### src/rtl/fu_ctrl.sv
// fu_ctrl: memory-mapped functional-unit controller.
//
// Operand registers op1/op2 and the opcode register are written through WB
// side-band strobes. A write to the opcode register launches the operation.
// ADD/SUB/AND/OR/XOR finish in one cycle. MUL (shift-add) and DIVU
// (restoring division) iterate in RUN for MC_CYCLES cycles.
//
// Ports:
//   clk       - clock; all state changes on the rising edge
//   reset     - synchronous, active-high reset
//   wr_aluop  - WB write of the opcode register (x29); launches an operation
//   wr_op1    - WB write of operand 1 (x30)
//   wr_op2    - WB write of operand 2 (x31)
//   wr_data   - WB value for the writes above
//   rd_op3    - DE reads the result register (x27)
//   rd_csr    - DE reads the status register (x26)
//   op3       - result register
//   csr       - status: [0] busy, [1] done, [2] sticky error
//   stall_rd  - DE must stall: result read while busy
//
// MC_CYCLES is expected to be >= DBITS. Iterations run only on the first
// DBITS RUN edges, and extra RUN edges simply hold the finished value.

module fu_ctrl #(
    parameter int DBITS     = 32,
    parameter int MC_CYCLES = 32
) (
    input  logic             clk,
    input  logic             reset,
    input  logic             wr_aluop,
    input  logic             wr_op1,
    input  logic             wr_op2,
    input  logic [DBITS-1:0] wr_data,
    input  logic             rd_op3,
    input  logic             rd_csr,
    output logic [DBITS-1:0] op3,
    output logic [2:0]       csr,
    output logic             stall_rd
);

    localparam int CW = (MC_CYCLES > 1) ? $clog2(MC_CYCLES) : 1;

    localparam logic [2:0] OP_ADD  = 3'd0;
    localparam logic [2:0] OP_SUB  = 3'd1;
    localparam logic [2:0] OP_AND  = 3'd2;
    localparam logic [2:0] OP_OR   = 3'd3;
    localparam logic [2:0] OP_XOR  = 3'd4;
    localparam logic [2:0] OP_MUL  = 3'd5;
    localparam logic [2:0] OP_DIVU = 3'd6;
    localparam logic [2:0] OP_ILL  = 3'd7;

    typedef enum logic [1:0] {
        IDLE = 2'd0,
        RUN  = 2'd1,
        DONE = 2'd2
    } state_t;

    state_t           state_q, state_n;
    logic [CW-1:0]    cnt_q;
    logic [DBITS-1:0] op1_q, op2_q, op3_q;
    logic             err_q, err_n;
    logic             is_div_q;
    logic             dz_q;

    // Iteration registers shared by MUL and DIVU:
    //   MUL : acc = partial product, a = shifted multiplicand, b = multiplier
    //   DIVU: acc = partial remainder, a = dividend/quotient, b = divisor
    logic [DBITS:0]   acc_q, acc_n;
    logic [DBITS-1:0] a_q, a_n;
    logic [DBITS-1:0] b_q, b_n;
    logic [DBITS:0]   rem_sh, diff;

    logic [2:0]       opc;
    logic             launch;
    logic             iter_op;
    logic             step_en;
    logic [DBITS-1:0] mul_res, div_res;

    function automatic logic [DBITS-1:0] alu_single(input logic [2:0]       op,
                                                    input logic [DBITS-1:0] a,
                                                    input logic [DBITS-1:0] b);
        logic [DBITS-1:0] r;
        case (op)
            OP_ADD:  r = a + b;
            OP_SUB:  r = a - b;
            OP_AND:  r = a & b;
            OP_OR:   r = a | b;
            OP_XOR:  r = a ^ b;
            default: r = a;
        endcase
        return r;
    endfunction

    assign opc     = wr_data[2:0];
    assign launch  = wr_aluop && (state_q != RUN);
    assign iter_op = (opc == OP_MUL) || (opc == OP_DIVU);

    // Only the first DBITS RUN edges perform an iteration step.
    assign step_en = (MC_CYCLES <= DBITS) || (int'(cnt_q) >= (MC_CYCLES - DBITS));

    // ---- iteration step ----
    always_comb begin
        acc_n  = acc_q;
        a_n    = a_q;
        b_n    = b_q;
        rem_sh = {acc_q[DBITS-1:0], a_q[DBITS-1]};
        diff   = rem_sh - {1'b0, b_q};
        if (step_en) begin
            if (is_div_q) begin
                // Restoring step: keep the subtraction only if it did not borrow.
                if (!diff[DBITS]) begin
                    acc_n = diff;
                    a_n   = {a_q[DBITS-2:0], 1'b1};
                end else begin
                    acc_n = rem_sh;
                    a_n   = {a_q[DBITS-2:0], 1'b0};
                end
            end else begin
                if (b_q[0]) begin
                    acc_n = acc_q + {1'b0, a_q};
                end
                a_n = {a_q[DBITS-2:0], 1'b0};
                b_n = {1'b0, b_q[DBITS-1:1]};
            end
        end
    end

    // The last step is folded into the completion edge, so results use *_n.
    assign mul_res = acc_n[DBITS-1:0];
    assign div_res = dz_q ? {DBITS{1'b1}} : a_n;

    // ---- next state / error flag ----
    always_comb begin
        logic err_set;
        logic err_clr;
        state_n = state_q;
        err_set = 1'b0;
        err_clr = rd_csr;
        case (state_q)
            IDLE, DONE: begin
                if (launch) begin
                    if (opc == OP_ILL) begin
                        state_n = DONE;
                        err_set = 1'b1;
                    end else begin
                        state_n = iter_op ? RUN : DONE;
                        err_clr = 1'b1;
                    end
                end else if ((state_q == DONE) && rd_op3) begin
                    state_n = IDLE;
                end
            end
            RUN: begin
                if (wr_aluop) begin
                    err_set = 1'b1;
                end
                if (cnt_q == '0) begin
                    state_n = DONE;
                    if (is_div_q && dz_q) begin
                        err_set = 1'b1;
                    end
                end
            end
            default: state_n = IDLE;
        endcase
        // A set on the same edge as a clear wins.
        if (err_set) begin
            err_n = 1'b1;
        end else if (err_clr) begin
            err_n = 1'b0;
        end else begin
            err_n = err_q;
        end
    end

    // ---- registers ----
    always_ff @(posedge clk) begin
        if (reset) begin
            state_q  <= IDLE;
            cnt_q    <= '0;
            op1_q    <= '0;
            op2_q    <= '0;
            op3_q    <= '0;
            err_q    <= 1'b0;
            is_div_q <= 1'b0;
            dz_q     <= 1'b0;
            acc_q    <= '0;
            a_q      <= '0;
            b_q      <= '0;
        end else begin
            state_q <= state_n;
            err_q   <= err_n;
            if (wr_op1) begin
                op1_q <= wr_data;
            end
            if (wr_op2) begin
                op2_q <= wr_data;
            end
            if (state_q == RUN) begin
                acc_q <= acc_n;
                a_q   <= a_n;
                b_q   <= b_n;
                if (cnt_q == '0) begin
                    op3_q <= is_div_q ? div_res : mul_res;
                end else begin
                    cnt_q <= cnt_q - 1'b1;
                end
            end else if (launch) begin
                // Operands come from op1_q/op2_q as held before this edge.
                if (iter_op) begin
                    cnt_q    <= CW'(MC_CYCLES - 1);
                    acc_q    <= '0;
                    a_q      <= op1_q;
                    b_q      <= op2_q;
                    is_div_q <= (opc == OP_DIVU);
                    dz_q     <= (opc == OP_DIVU) && (op2_q == '0);
                end else if (opc != OP_ILL) begin
                    op3_q <= alu_single(opc, op1_q, op2_q);
                end
            end
        end
    end

    assign op3      = op3_q;
    assign csr      = {err_q, state_q == DONE, state_q == RUN};
    assign stall_rd = rd_op3 && (state_q == RUN);

endmodule

### config.mk
export PLATFORM = sky130hd
export DESIGN_NAME = fu_ctrl
export DESIGN_NICKNAME = d
export VERILOG_FILES = /design/src/rtl/fu_ctrl.sv
export SDC_FILE = /design/constraint.sdc
export NUM_CORES = 1
export LEC_CHECK = 0
export CORE_MARGIN = 1
export CORE_UTILIZATION = 65
export CTS_CLUSTER_DIAMETER = 80
export CTS_CLUSTER_SIZE = 30
export DETAILED_ROUTE_END_ITERATION = 10
export PLACE_DENSITY = 0.85
export SLEW_MARGIN = 20
export SYNTH_ARGS = -nofsm -noshare
export SYNTH_HDL_FRONTEND = slang
export SYNTH_SLANG_ARGS = --single-unit
export TNS_END_PERCENT = 20
### constraint.sdc
create_clock -name clk -period 12.05 [get_ports clk]
set_input_delay 2.41 -clock clk [delete_from_list [all_inputs] [get_ports clk]]
set_output_delay 2.41 -clock clk [all_outputs]
set_load 0.1 [all_outputs]
==> PnR_summary.wiki <==
{| class="wikitable"
! Metric !! Value
|-
| Status || complete, no violations
|-
| Vias/cell || 6.60
|-
| Cells on Worst Hold Path || 2
|-
| Number of enable flip-flop cells after synthesis || 0
|-
| Gp weighted congestion || 0.959
|-
| Number of setup violations in the final report || 0
|-
| Launching point of the worst reg2reg path || op2_q[2]$_SDFFE_PP0P_
|-
| Commonest register cell after synthesis || sky130_fd_sc_hd__dfxtp_1
|-
| Critical R2R Capture || op3[29]$_SDFFE_PP0P_
|-
| Compound-Gate Fraction of Synth Area || 0.280
|-
| Total power || around 0.0020 W
|-
| Area of the die || 26300 um^2
|-
| Post-layout net count || between 2k and 2.5k
|-
| Count of state elements after synthesis || 202
|-
| Height of the chip || 162 um
|-
| Critical setup path kind || in -> reg
|-
| Sequential-to-total area share from yosys stat || 0.242
|-
| Remaining antenna violation count || 0
|-
| Arithmetic-cell share of the synthesized area counting full adders, half adders and majority gates || 0.124
|-
| Cell count after placement || approximately 2.5k
|-
| P per Cell Area || 112 nW/um^2
|-
| Count of antenna diodes in the layout || 0
|-
| Routed wire per std cell || between 20 and 25 um
|-
| Setup_tns || 0 ns
|-
| Clock skew || 0.0375 ns
|-
| # H-tree levels || 1
|-
| Hold EP || dz_q$_SDFFE_PP0P_
|-
| Fraction of final layout cells with drive strength greater than 1 || 0.0395
|-
| Final slew viol count || 0
|-
| Multiplexer share of the synthesized area || 0.0710
|-
| Xor and xnor fraction of the mapped netlist area || 0.0551
|-
| Number of distinct standard cells referenced by the synthesized netlist || 80
|-
| TritonCTS clock tree || yes
|-
| Post-route DRC || 0
|-
| Final hold violation count || 0
|-
| Number of post-CTS setup repair buffers || 0
|-
| Req. time, crit path || 12.45 ns
|-
| Number of violations reported at the end of detailed-routing iteration 0 || 1850
|-
| Tcrit/Tclk final || 0.595
|-
| Layout Cells excl Fill || 2506
|-
| Met2 routed WL || 21000 um
|-
| Maximum root-to-sink buffer count || 3
|-
| Hold Buf Count CTS || 0
|-
| Total length of routed wires || a little over 50000 um
|-
| Number of global-route vias before repair || 14.9k
|-
| First-pass GRT wire length || about 80000 um
|-
| Area after detailed placement || roughly 17000 um^2
|-
| Worst R2R Path Depth || 17
|-
| Uppermost routed layer || met4
|-
| First-pass iteration count of the detailed router || 6
|-
| Routed via count || 16.5k
|-
| Ranking of synthesized cells by area || sky130_fd_sc_hd__dfxtp_1, sky130_fd_sc_hd__ha_1, sky130_fd_sc_hd__mux2i_1, sky130_fd_sc_hd__nor2_1, sky130_fd_sc_hd__a21oi_1
|-
| Post-Synthesis Net Count || 2398
|-
| GR Util All Layers || 0.382
|-
| Area of all placed cells without fillers || approximately 18000 um^2
|-
| Core footprint || about 25000 um^2
|-
| Count of synthesis-stage warnings from yosys || 0
|-
| Leakage power figure || 7.54 nW
|-
| Ranking of synthesized cells by instance count || sky130_fd_sc_hd__nor2_1, sky130_fd_sc_hd__nand2_1, sky130_fd_sc_hd__dfxtp_1
|-
| Most frequently used cell type in the post-synthesis netlist || sky130_fd_sc_hd__nor2_1
|-
| Relative slew slack || 0.274
|-
| Clock tree root buffer cell || sky130_fd_sc_hd__clkbuf_16
|-
| Number of max-cap violations || 0
|-
| Final period demand of the worst path || 7.17 ns
|-
| Combinational family with the most area after synthesis || compound AO/OA/AOI/OAI gates
|-
| Number of antenna violations at the first check in global routing || 0
|-
| Total global routing overflow || 0
|-
| Num CTS Buffers || 15
|-
| Simple-gate area share of the yosys netlist || 0.167
|-
| Worst setup path startpoint || wr_data[1]
|-
| Number of primary I/O pins || 75
|-
| Syn Inst Count || 2196
|-
| Share of Yosys cell area claimed by the top area cell type || 0.242
|-
| IR drop worst, VDD || 0.127 mV
|-
| Width of the die || 162 um
|-
| M1 wire length || 22800 um
|-
| Setup repair after global routing missed its margin || no
|-
| Number of placement rows || just under 60
|-
| Worst EP arrival || 7.57 ns
|-
| Hpwl dp || 37400 um
|-
| Met3 Routed Length || 5550 um
|-
| Number of resized instances in the post-cts repair step || 0
|-
| Worst-skew pair later-pin latency || 0.52 ns
|-
| Cell area after synthesis || around 17000 um^2
|-
| Reg-to-reg setup timing slack || 6.74 ns
|-
| TritonCTS Sinks || ~200
|-
| Layout overhead on the synthesized area || 7.52%
|-
| Clock-pin transition on the worst setup and hold timing paths || 0.08 ns
|-
| Pin count of the biggest net entering global routing || 122
|-
| Upper clock frequency limit || roughly 140 MHz
|-
| Proportion of synthesized flip-flops having asynchronous set or reset || 0
|-
| Largest fanout on the critical path || 76
|-
| Post-synth top area cell || sky130_fd_sc_hd__dfxtp_1
|-
| CP Launch Type || input pin
|-
| Slew at the pin closest to its max-slew limit || 1.09 ns
|-
| Min-delay worst type || reg -> reg
|-
| CP endpoint kind || register
|-
| Worst min-delay path startpoint || dz_q$_SDFFE_PP0P_
|-
| Initial core utilization || 0.662
|-
| Number of buffer cells added on primary ports || 74
|-
| Mean post-synth cell area || 7.59 um^2
|}
-- layout make-up --
| class | instances | area [um^2] |
|---|---|---|
| fillers | 2056 | 7250 |
| repair buffers | 92 | 857 |
| well taps | 330 | 413 |
| clock inverters | 10 | 125 |
| flip-flops and latches | 202 | 4050 |
| inverters | 125 | 469 |
| multi-input cells | 1732 | 11600 |
| clock buffers | 15 | 375 |
-- per-stage QoR --
step	util	hold WS [ns]	setup slack, ns
2_1_floorplan	-	0.440	5.76
3_3_place_gp	0.692	0.456	4.71
3_5_place_dp	0.692	0.464	4.55
4_1_cts	0.712	0.477	5.04
5_1_grt	0.712	0.499	4.52
6_report	0.712	0.487	4.88
-- cell families after synthesis --
family / after synthesis
AO/OA/AOI/OAI: 699
AND/OR/NAND/NOR: 647
buffers and inverters: 262
flip-flops: 202
adder cells (fa/ha/maj): 163
multiplexers: 118
XOR/XNOR: 105
-- registers in the layout, indices dropped and copies added, names as in the netlist --
register	count
op3	32
state_q	2
dz_q	1
err_q	1
b_q	32
a_q	32
op2_q	32
cnt_q	5
is_div_q	1
acc_q	32
op1_q	32
-- worst max-delay path: stages --
cell	delay, ns
sky130_fd_sc_hd__buf_2	0.10
sky130_fd_sc_hd__buf_4	0.36
sky130_fd_sc_hd__or2_2	0.55
sky130_fd_sc_hd__nor2_1	0.59
sky130_fd_sc_hd__buf_4	0.33
sky130_fd_sc_hd__nor2_1	0.07
sky130_fd_sc_hd__xnor2_1	0.12
sky130_fd_sc_hd__ha_1	0.32
sky130_fd_sc_hd__nor2b_1	0.17
sky130_fd_sc_hd__o31a_1	0.29
sky130_fd_sc_hd__o311ai_0	0.76
sky130_fd_sc_hd__a211oi_1	0.28
sky130_fd_sc_hd__nor2_1	0.29
sky130_fd_sc_hd__o21bai_1	0.18
sky130_fd_sc_hd__a21boi_0	0.26
sky130_fd_sc_hd__xnor2_1	0.16
sky130_fd_sc_hd__nand2_1	0.07
sky130_fd_sc_hd__a311oi_1	0.23
-- worst max path at each step --
stage	end	slack [ns]
5_1_grt	op3[26]$_SDFFE_PP0P_	4.52
2_1_floorplan	op3[21]$_SDFFE_PP0P_	5.76
4_1_cts	op3[26]$_SDFFE_PP0P_	5.04
3_5_place_dp	op3[26]$_SDFFE_PP0P_	4.55
3_3_place_gp	op3[26]$_SDFFE_PP0P_	4.71
6_report	op3[26]$_SDFFE_PP0P_	4.88
-- layer usage --
layer  vias up  global-route usage
li1       7868                   -
met1      7701               0.563
met2       863               0.568
met3       100              0.0600
met4         0               0.113
met5         -                   0
-- placed cells by master, fill, tap and decap left out, drive strengths merged, types with 10 or more instances in the layout --
master / n
a211oi: 67
a21o: 44
a21oi: 200
a311oi: 48
a31oi: 23
and3: 18
buf: 23
clkbuf: 15
clkdlybuf4s50: 69
dfxtp: 202
ha: 160
inv: 128
mux2i: 115
nand2: 209
nand2b: 18
nand3: 18
nand4: 10
nor2: 280
nor2b: 12
nor3: 35
o211ai: 17
o21a: 19
o21ai: 123
o21bai: 15
o221ai: 18
o22ai: 34
o31ai: 12
xnor2: 77
xor2: 28
-- report_power, final --
part	switching (W)	total, W	internal (W)
clock	0.000292	0.000541	0.000249
combinational	0.000434	0.000688	0.000255
sequential	0.0000646	0.000775	0.000711
total	0.000791	0.00200	0.00121
Note: power is estimated with default switching activity, not from simulation.
